### config.mk
export PLATFORM = sky130hd
export DESIGN_NAME = parity_frame_engine
export DESIGN_NICKNAME = d
export VERILOG_FILES = /design/src/rtl/parity_frame_engine.sv
export SDC_FILE = /design/constraint.sdc
export NUM_CORES = 1
export LEC_CHECK = 0
export ABC_AREA = 1
export CORE_MARGIN = 2
export CORE_UTILIZATION = 45
export CTS_CLUSTER_SIZE = 12
export DETAILED_ROUTE_END_ITERATION = 10
export PLACE_DENSITY = 0.72
export SKIP_CTS_REPAIR_TIMING = 1
export SYNTH_ARGS = -nofsm -noshare
export SYNTH_HDL_FRONTEND = slang
export SYNTH_SLANG_ARGS = --single-unit
### constraint.sdc
create_clock -name clk -period 4.39 [get_ports clk]
set_input_delay 0.878 -clock clk [delete_from_list [all_inputs] [get_ports clk]]
set_output_delay 0.878 -clock clk [all_outputs]
set_load 0.05 [all_outputs]
### src/rtl/parity_frame_engine.sv
// Frame parity engine: accumulates parity over a valid/ready word stream,
// emits one even/odd parity result per frame and counts checked errors.
module parity_frame_engine #(
  parameter int WIDTH = 8,
  parameter int CNT_W = 8
) (
  input  logic             clk,
  input  logic             rst,
  input  logic             odd_mode,
  input  logic             in_valid,
  output logic             in_ready,
  input  logic [WIDTH-1:0] in_data,
  input  logic             in_last,
  input  logic             chk_en,
  input  logic             chk_bit,
  output logic             out_valid,
  input  logic             out_ready,
  output logic             out_parity,
  output logic             out_error,
  output logic [CNT_W-1:0] word_count,
  output logic [CNT_W-1:0] err_count,
  input  logic             err_clr
);

  typedef enum logic {ACC, DONE} state_t;

  state_t           state;
  logic             acc;
  logic             mode_r;
  logic             first;
  logic [CNT_W-1:0] frame_cnt;

  logic             beat;
  logic             word_par;
  logic             acc_nxt;
  logic             mode_eff;
  logic             par_nxt;
  logic             err_nxt;
  logic             err_inc;
  logic [CNT_W-1:0] cnt_nxt;

  function automatic logic [CNT_W-1:0] sat_inc(input logic [CNT_W-1:0] v);
    return (&v) ? v : v + CNT_W'(1);
  endfunction

  // A fresh error survives a coincident clear, leaving the count at one.
  function automatic logic [CNT_W-1:0] err_update(input logic [CNT_W-1:0] cur,
                                                  input logic inc,
                                                  input logic clr);
    if (clr)
      return inc ? CNT_W'(1) : '0;
    else if (inc)
      return sat_inc(cur);
    else
      return cur;
  endfunction

  assign in_ready  = (state == ACC);
  assign out_valid = (state == DONE);

  assign beat     = in_valid & (state == ACC);
  assign word_par = ^in_data;
  assign acc_nxt  = acc ^ word_par;
  assign mode_eff = first ? odd_mode : mode_r;
  assign par_nxt  = acc_nxt ^ mode_eff;
  assign err_nxt  = chk_en & (chk_bit != par_nxt);
  assign err_inc  = beat & in_last & err_nxt;
  assign cnt_nxt  = sat_inc(frame_cnt);

  always_ff @(posedge clk or posedge rst) begin
    if (rst) begin
      state      <= ACC;
      acc        <= 1'b0;
      mode_r     <= 1'b0;
      first      <= 1'b1;
      frame_cnt  <= '0;
      out_parity <= 1'b0;
      out_error  <= 1'b0;
      word_count <= '0;
      err_count  <= '0;
    end else begin
      err_count <= err_update(err_count, err_inc, err_clr);
      case (state)
        ACC: begin
          if (in_valid) begin
            acc       <= acc_nxt;
            frame_cnt <= cnt_nxt;
            mode_r    <= mode_eff;
            first     <= 1'b0;
            if (in_last) begin
              out_parity <= par_nxt;
              out_error  <= err_nxt;
              word_count <= cnt_nxt;
              state      <= DONE;
            end
          end
        end
        DONE: begin
          // Retiring the result only rearms the accumulator; no beat is taken here.
          if (out_ready) begin
            acc       <= 1'b0;
            frame_cnt <= '0;
            first     <= 1'b1;
            state     <= ACC;
          end
        end
        default: state <= ACC;
      endcase
    end
  end

endmodule

## Word level (Yosys, flattened, before mapping)

Index checks and enable logic that the tools add are counted.
W data, S select, Z words.

- Word-level logic and storage cells: 49
- Flip-flop bits (word level): 30
- Output and inout bits: 20

- Equal/unequal tests: 4
- Add/subtract/negate cells: 2
- Bitwise gates (word level): 7
- Reductions and logical operators: 8
- Muxes and demuxes: 19

Operators with widths:

| kind | count |
|---|---|
| $mux W8 | 6 |
| $add A8 B1 Y8 const B | 2 |
| $pmux W8 S2 | 1 |
| $reduce_and A8 Y1 | 2 |
| $mux W1 | 9 |
| $reduce_xor A8 Y1 | 1 |
| $ne A2 B2 Y1 const B | 3 |
| $pmux W1 S2 | 3 |
| $reduce_and A2 Y1 | 3 |
| $and A1 B1 Y1 | 4 |
| $reduce_and A3 Y1 | 1 |
| $reduce_bool A2 Y1 | 1 |
| $xor A1 B1 Y1 | 2 |
| $ne A1 B1 Y1 | 1 |
| $not A1 Y1 | 1 |

## Depth between registers and ports, before layout

Gate-level depths: netlist of run 1.

- Depth in word-level cells: 8
- Depth in mapped cells: 15

## Least setup slack after synthesis of run 1

No wires, ideal clock.

- Path type: in2reg
- Start point: input in_data[0]
- End point: register err_count[4]
- Path buffers: 0
- Slack: 2.435 ns
- Arrival: 1.835 ns
- Setup time: 0.120 ns
- Stages on the path: 14
- Cell sequence: inv_1 > nand2_2 > nand3_1 > nand2_1 > nand2_2 > nand2_1 > nand2_2 > nand2_2 > nand2_2 > nand3_1 > nand2_2 > nand3_4 > nand3_1 > nand2_1

- Cells in the longest elaborated chain, start to end: 8

RTL lines:

| element | line | source |
|---|---|---|
| start: declaration | 12 | `input logic [WIDTH-1:0] in_data,` |
| $reduce_xor A8 Y1 | 62 | `assign word_par = ^in_data;` |
| $xor A1 B1 Y1 | 63 | `assign acc_nxt = acc ^ word_par;` |
| $xor A1 B1 Y1 | 65 | `assign par_nxt = acc_nxt ^ mode_eff;` |
| $ne A1 B1 Y1 | 66 | `assign err_nxt = chk_en & (chk_bit != par_nxt);` |
| $and A1 B1 Y1 | 66 |  |
| $and A1 B1 Y1 | 67 | `assign err_inc = beat & in_last & err_nxt;` |
| $reduce_bool A2 Y1 (no source line) | - |  |
| $reduce_and A2 Y1 (no source line) | - |  |
| end signal: assignment | 82 | `err_count <= err_update(err_count, err_inc, err_clr);` |
| end: declaration | 21 | `output logic [CNT_W-1:0] err_count,` |

No other way between the ends.
A chain may end at the register's enable or synchronous reset.

## Worst setup path in the final report of run 1

- Start point: register state (netlist: out_valid)
- End point: output in_ready

- Cells in the longest elaborated chain, start to end: 1

RTL lines:

| element | line | source |
|---|---|---|
| start: declaration | 27 | `state_t state;` |
| start signal: assignment | 72 | `state <= ACC;` |
| start signal: assignment | 94 | `state <= DONE;` |
| start signal: assignment | 104 | `state <= ACC;` |
| $not A1 Y1 (no source line) | - |  |
| end: declaration | 11 | `output logic in_ready,` |

No other way between the ends.

==> results_dict.tcl, run 1 <==
set metrics [dict create \
    io_pins 37 \
    cts_root_buffer "clkbuf_8" \
    yosys_warnings 0 \
    hpwl_um 2620 \
    grt_use_total 0.185 \
    viasPerCell 4.97 \
    async_flop_share 1.00 \
    grt_max_degree 29 \
    worstMarginPinSlew_ns 1.02 \
    cts_buffers 5 \
    ys_seq_area_frac 0.435 \
    clkSlewWorstSetupHoldPaths_ns 0.06 \
    synth_cell_type_count 29 \
    cp-end-kind "primary output" \
    multi_input_area_um2 836 \
    grt_pass1_wl_um 6210 \
    min_from "word_count[7]$_DFFE_PP0P_" \
    fillerInstances 342 \
    cp_num_buf_inv 2 \
    reg2reg_depth 9 \
    detail_route.iter0.violations 87 \
    synth.avg_cell_area_um2 7.61 \
    min_period_ns 2.46 \
    nNetsFinal 288 \
    cpPeakStageDelay_ns 0.82 \
    finalPower_uw 952 \
    holdPathEnd "word_count[7]$_DFFE_PP0P_" \
    layout_commonest_cell "nand2_1" \
    routed_wl_um 3520 \
    synth_top_area_share 0.420 \
    finClkSkew_ns 0.00757 \
    rsz0062_at_grt "false" \
    initial_core_util 0.468 \
    portBuffers 36 \
    grt_overflow 0 \
    cts_tree "done" \
    dieArea_um2 4350 \
    slowest_stage "clkdlybuf4s50_1" \
    path_max_fanout 3 \
    register_area_um2 752 \
    htreeDepth 2 \
    crit_path_cell_trace "inv_2 -> clkdlybuf4s50_1" \
    syn_to_final_growth_pct 29.5 \
    cp.required_ns 3.51 \
    drive_above_1_share 0.122 \
    synthCells 227 \
    mostFrequentLayoutCells "nand2_1, clkdlybuf4s50_1, inv_1, dfrtp_1, nand3_1" \
    peakVddDrop_mv 0.277 \
    setup_tns_ns 0 \
    rr_startpoint "out_valid$_DFF_PP0_" \
    drc_errors 0 \
    gp_congestion 0.792 \
    die_y_um 66.0 \
    reg2reg_slack_ns 2.52 \
    core_area_um2 3690 \
    cap_violations 0 \
    max_freq_ghz 0.406 \
    antenna_found_initial 0 \
    synth.ff_latch_count 30 \
    fin_crit_sh 0.560 \
    final_util 0.607 \
    clock_latency_ns 0.29 \
    synthTopCellsByArea "dfrtp_1, nand2_1, nand3_1" \
    max_slew_margin 0.322 \
    startpoint_type "register" \
    wl_per_cell_um 11.1 \
    diodes 0 \
    synth_edf_count 0 \
    vias 1579 \
    crit_family "buffers and inverters" \
    hp-class "register to register" \
    drtAntennaViolNets 0 \
    cts_buffer_depth 2 \
    die_w_um 66.0 \
    cts.sinks 30 \
    hold_depth 2 \
    yosys.area.top_type "dfrtp_1" \
    arrival_ns 1.58 \
    finalHoldViolCount 0 \
    slew_violations 0 \
    syn_area_um2 1730 \
    drt_pass1_iterations 4 \
    grt_pass1_vias 1470 \
    syn_nets 246 \
    rows 22 \
    status "finished clean" \
    synth-main-ff-cell "dfrtp_1" \
    p_leak_uw 0.00107 \
    reg2reg_to "err_count[3]$_DFFE_PP0P_" \
    setup_viol 0 \
    critPathKind "register to primary output" \
    powerDensity_nw_per_um2 425 \
]
## how the worst max path moves through the flow
stage / from / endpoint / slack, ns / cells past startpoint
finish: out_valid$_DFF_PP0_ / in_ready / 1.93 / 2
global route: in_valid / err_count[7]$_DFFE_PP0P_ / 1.69 / 9
CTS: in_valid / err_count[3]$_DFFE_PP0P_ / 1.86 / 9
detailed placement: in_valid / err_count[3]$_DFFE_PP0P_ / 1.58 / 9
global placement: in_valid / err_count[3]$_DFFE_PP0P_ / 1.73 / 9
floorplan: in_data[0] / err_count[4]$_DFFE_PP0P_ / 2.44 / 14
## flip-flops by register name, summed over array words and instances, names as in the netlist
name and count:
acc 1, frame_cnt 8, out_valid 1, word_count 8, out_error 1, first 1, out_parity 1, mode_r 1
err_count 8
## worst min-delay path, cell delays in order, from the launching register on
cell	delay, ns
dfrtp_1	0.34
nand2_1	0.05
o21ai_0	0.06
## logic make-up (layout without fill, tap and decap cells)
group	Yosys count	in the layout	synth area share
compound gates	29	29	0.0999
buf+inv	36	79	0.0811
simple gates	125	125	0.344
fa+ha+maj	2	2	0.0145
xor+xnor	5	5	0.0253
flops	30	30	0.435
## through the flow
stage | worst slack [ns] | cell area (um2) | hold slack (ns) | instances
floorplan | 2.44 | 1730 | 0.472 | 227
global placement | 1.73 | 2140 | 0.470 | 310
detailed placement | 1.58 | 2140 | 0.470 | 310
CTS | 1.86 | 2240 | 0.488 | 318
global route | 1.69 | 2240 | 0.508 | 318
finish | 1.93 | 2240 | 0.484 | 318
## layout make-up
type | count | share of cell area
inverter | 34 | 0.0570
multi-input combinational | 161 | 0.373
timing repair buffer | 37 | 0.164
clock buffer | 6 | 0.0369
clock inverter | 2 | 0.00559
tap | 48 | 0.0268
sequential | 30 | 0.336
## Yosys cell counts (2+ instances only)
cell	number
nand2_1	63
dfrtp_1	29
inv_1	29
nand3_1	27
o21ai_0	13
nor2_1	12
nand2_2	11
o22ai_1	7
xor2_1	5
a21oi_1	4
inv_2	4
nand3_2	3
nor3_1	3
ha_1	2
## power breakdown
group / total [uW] / switching (uW) / internal, uW
Clock: 232 / 107 / 126
Sequential: 361 / 32.2 / 329
Combinational: 359 / 235 / 124
## per-layer routing
layer | part of all wire | GRT usage | vias to the layer above
met5 | 0 | 0 | -
met4 | 0.018 | 0.0740 | 0
met3 | 0.049 | 0.0409 | 8
met2 | 0.46 | 0.293 | 43
met1 | 0.47 | 0.246 | 708
li1 | - | - | 820
Power figures use the tool's default switching activity.
==> run 2: changes to the inputs <==
PLACE_DENSITY = 0.75   (was 0.72)
clock period = 2.2 ns   (was 4.39 ns; I/O delays follow)
==> run 2 against run 1 <==
  * Sequential cell count unchanged
  * Global-route usage about the same
  * Design area grew 1.0%
  * Largest power group is now combinational logic
  * Total power up 100%
  * Sequential share of layout area decreased by 0.33 points
  * Core utilization is 0.61 points higher
==> results_dict.tcl, run 2 (synthesis gave the netlist of run 1 again) <==
set metrics [dict create \
    status "finished clean" \
    cts_root_buffer "clkbuf_8" \
    min_period_ns 2.01 \
    largestRegisters "err_count: 8 flops, frame_cnt: 8 flops, word_count: 8 flops" \
    powerDensity_nw_per_um2 843 \
    max_freq_ghz 0.497 \
    hpwl_um 2620 \
    antenna_found_initial 0 \
    dieArea_um2 4350 \
    cpPeakStageDelay_ns 0.84 \
    drtAntennaViolNets 0 \
    cts.sinks 30 \
    gp_congestion 0.830 \
    max_slew_margin 0.661 \
    mostFrequentLayoutCells "nand2_1, clkdlybuf4s50_1, inv_1, dfrtp_1, nand3_1" \
    drive_above_1_share 0.132 \
    io_pins 37 \
    routed_wl_um 3520 \
    cts_tree "done" \
    grt_overflow 0 \
    p_leak_uw 0.00108 \
    path_max_fanout 7 \
    setup_viol 0 \
    die_y_um 66.0 \
    reg2reg_depth 8 \
    crit_family "buffers and inverters" \
    cts_buffer_depth 2 \
    diodes 0 \
    vias 1564 \
    drc_errors 0 \
    drt_pass1_iterations 7 \
    rows 22 \
    syn_to_final_growth_pct 30.8 \
    die_w_um 66.0 \
    core_area_um2 3690 \
    clkSlewWorstSetupHoldPaths_ns 0.07 \
    wl_per_cell_um 11.0 \
    finalHoldViolCount 0 \
    crit_path_cell_trace "clkdlybuf4s50_1" \
    initial_core_util 0.468 \
    rr_startpoint "err_count[0]$_DFFE_PP0P_" \
    reg2reg_to "err_count[0]$_DFFE_PP0P_" \
    slowest_stage "clkdlybuf4s50_1" \
    cts_buffers 5 \
    hold_ws_ns 0.481 \
    worstMarginPinSlew_ns 0.507 \
    htreeDepth 2 \
    clock_latency_ns 0.28 \
    cap_violations 0 \
    hp-class "register to register" \
    fillerInstances 359 \
    hold_depth 2 \
    grt_pass1_vias 1449 \
    slew_violations 0 \
    grt_max_degree 31 \
    arrival_ns 1.57 \
    nNetsFinal 291 \
    layout_commonest_cell "nand2_1" \
    portBuffers 36 \
    startpoint_type "register" \
    setup_tns_ns 0 \
    cp_num_buf_inv 1 \
    grt_pass1_wl_um 6240 \
    grt_use_total 0.185 \
    reg2reg_slack_ns 0.31 \
    cp-end-kind "primary output" \
    viasPerCell 4.87 \
    finClkSkew_ns 0.00399 \
    holdPathEnd "word_count[2]$_DFFE_PP0P_" \
    critPathKind "register to primary output" \
    detail_route.iter0.violations 80 \
    fin_crit_sh 0.915 \
    cp.required_ns 1.76 \
    rsz0062_at_grt "false" \
    peakVddDrop_mv 0.475 \
    min_from "word_count[2]$_DFFE_PP0P_" \
]
==> run 2: power by group <==
group	switching, uW	leakage, uW	internal [uW]
combinational	472	0.000635	252
clock	210	0.0000472	251
sequential	65.3	0.000398	656
==> run 2: final cells by class <==
class,count,area (um2),area share
Sequential cell,30,752,0.333
Timing Repair Buffer,40,390,0.173
Multi-Input combinational cell,161,836,0.370
Tap cell,48,60.1,0.0266
Inverter,34,128,0.0564
Clock inverter,2,12.5,0.00553
Clock buffer,6,82.6,0.0365
==> run 2: how the worst max path moves through the flow <==
stage	startpoint	to	slack, ns	cells past startpoint
after floorplan	err_count[0]$_DFFE_PP0P_	err_count[0]$_DFFE_PP0P_	0.26	8
after global placement	in_data[0]	err_count[6]$_DFFE_PP0P_	0.11	14
after detailed placement	in_data[1]	err_count[6]$_DFFE_PP0P_	0.06	14
after CTS	err_count[4]$_DFFE_PP0P_	err_count[4]	0.18	1
after global routing	err_count[0]$_DFFE_PP0P_	err_count[0]$_DFFE_PP0P_	0.1	8
final	err_count[4]$_DFFE_PP0P_	err_count[4]	0.19	1
==> run 2: layer usage <==
layer  global-route usage  vias to the layer above  share of wire
met5                    0                        -              0
met2                0.301                       33           0.46
met4               0.0638                        0          0.014
li1                     -                      823              -
met1                0.238                      702           0.49
met3               0.0511                        6          0.034
==> run 2: through the flow <==
step	cells	power, uW	setup WS, ns	instance area [um2]	util
after floorplan	227	1230	0.256	1730	-
after CTS	321	1920	0.176	2260	0.613
after global placement	313	1440	0.106	2170	0.587
after global routing	321	2020	0.0975	2260	0.613
final	321	1900	0.187	2260	0.613
after detailed placement	313	1460	0.0564	2170	0.587
==> run 3: changes to the inputs <==
PLACE_DENSITY = 0.81   (was 0.75)
==> run 3 against run 2 <==
  * Fmax fell by 1.1%
  * Global-route usage increased by 1.0 points
  * Register-to-register slack is essentially flat
  * Count of clock-buffer cells in the layout rose by 2
  * Cell count stayed put
  * Sequential share of layout area rose by 0.074 points
  * Total power up 0.22%
  * Sequential power up 0.7%
  * Hold slack worse by 0.0014 ns
  * Clock skew up 0.0013 ns
  * Largest cell class unchanged
  * Highest routed layer unchanged
==> results_dict.tcl, run 3 (synthesis gave the netlist of run 1 again) <==
set metrics [dict create \
    hold_ws_ns 0.480 \
    crit_path_cell_trace "clkdlybuf4s50_1" \
    grt_pass1_vias 1494 \
    syn_to_final_growth_pct 30.6 \
    place_ws_ns 0.0579 \
    powerDensity_nw_per_um2 846 \
    mostFrequentLayoutCells "nand2_1, clkdlybuf4s50_1, inv_1, dfrtp_1, nand3_1" \
    p_leak_uw 0.00108 \
    hpwl_um 2740 \
    cts_tree "done" \
    cpPeakStageDelay_ns 0.85 \
    cp-end-kind "primary output" \
    rr_startpoint "err_count[0]$_DFFE_PP0P_" \
    routed_wl_um 3770 \
    grt_use_total 0.196 \
    startpoint_type "register" \
    io_pins 37 \
    wl_per_cell_um 11.7 \
    die_w_um 66.0 \
    cts_buffer_depth 2 \
    finClkSkew_ns 0.00533 \
    cp_num_buf_inv 1 \
    nNetsFinal 291 \
    grt_overflow 0 \
    min_from "word_count[0]$_DFFE_PP0P_" \
    slowest_stage "clkdlybuf4s50_1" \
    rsz0062_at_grt "false" \
    detail_route.iter0.violations 64 \
    vias 1589 \
    fin_crit_sh 0.925 \
    antenna_found_initial 0 \
    gp_congestion 0.818 \
    drtAntennaViolNets 0 \
    cp.required_ns 1.76 \
    worst_slack_ns 0.165 \
    diodes 0 \
    dieArea_um2 4350 \
    grt_max_degree 31 \
    peakVddDrop_mv 0.348 \
    die_y_um 66.0 \
    finalHoldViolCount 0 \
    min_period_ns 2.04 \
    critPathKind "register to primary output" \
    cts_buffers 5 \
    crit_family "buffers and inverters" \
    drive_above_1_share 0.125 \
    worstMarginPinSlew_ns 0.510 \
    fillerInstances 337 \
    setup_tns_ns 0 \
    hp-class "register to register" \
    path_max_fanout 5 \
    status "finished clean" \
    cap_violations 0 \
    drc_errors 0 \
    arrival_ns 1.60 \
    clkSlewWorstSetupHoldPaths_ns 0.06 \
    grt_pass1_wl_um 6420 \
    cts_root_buffer "clkbuf_8" \
    portBuffers 36 \
    clock_latency_ns 0.28 \
    max_slew_margin 0.659 \
    max_freq_ghz 0.491 \
    layout_commonest_cell "nand2_1" \
    setup.worst_path.start "err_count[0]$_DFFE_PP0P_" \
    drt_pass1_iterations 4 \
    htreeDepth 2 \
    largestRegisters "err_count: 8 flops, frame_cnt: 8 flops, word_count: 8 flops" \
    cts.sinks 30 \
    initial_core_util 0.468 \
    slew_violations 0 \
    rows 22 \
    setup_viol 0 \
    core_area_um2 3690 \
    viasPerCell 4.95 \
]
run 3: changes by cell type in the layout (fill, tap and decap cells not counted):
| cell | previous run | this run |
|---|---|---|
| clkbuf_1 | 0 | 2 |
| clkinv_2 | 1 | 0 |
| clkinvlp_4 | 1 | 0 |
run 3: worst paths after layout:
| path | to | slack, ns | cells after the start |
|---|---|---|---|
| worst max-delay path | err_count[0] | 0.16 | 1 |
| worst min-delay path | word_count[0]$_DFFE_PP0P_ | 0.48 | 2 |
| worst max register to register | err_count[0]$_DFFE_PP0P_ | 0.30 | 8 |
| worst min register to register | word_count[0]$_DFFE_PP0P_ | 0.48 | 2 |
| max in group asynchronous | first$_DFFE_PP1P_ | 1.35 | 3 |
| min in group asynchronous | err_count[3]$_DFFE_PP0P_ | 0.53 | 3 |
run 3: cell type report:
cell class | instances | area (um2) | share of cell area
repair buffers | 40 | 390 | 0.173
inverters | 34 | 128 | 0.0566
well taps | 48 | 60.1 | 0.0266
multi-input cells | 161 | 836 | 0.370
clock buffers | 8 | 90.1 | 0.0399
flip-flops and latches | 30 | 752 | 0.333
run 3: stage by stage:
stage | std cells | util | area (um2) | total power [uW]
3_5_place_dp | 313 | 0.587 | 2170 | 1460
6_report | 321 | 0.612 | 2260 | 1910
2_1_floorplan | 227 | - | 1730 | 1230
4_1_cts | 321 | 0.612 | 2260 | 1920
3_3_place_gp | 313 | 0.587 | 2170 | 1440
5_1_grt | 321 | 0.612 | 2260 | 2030
run 3: tightest hold or removal path, stage by stage, from the launching register on:
cell	delay, ns
dfrtp_1	0.34
nand2_1	0.05
o21ai_0	0.05
run 3: power by group:
part	internal [uW]	switching, uW
logic	253	478
clock network	254	198
registers	656	69.6
run 3: routing by layer:
metal | global-route usage | wire length (um) | vias up
met3 | 0.0528 | 171 | 7
met2 | 0.333 | 1840 | 39
met5 | 0 | 0 | -
li1 | - | - | 822
met1 | 0.228 | 1690 | 721
met4 | 0.0918 | 62 | 0
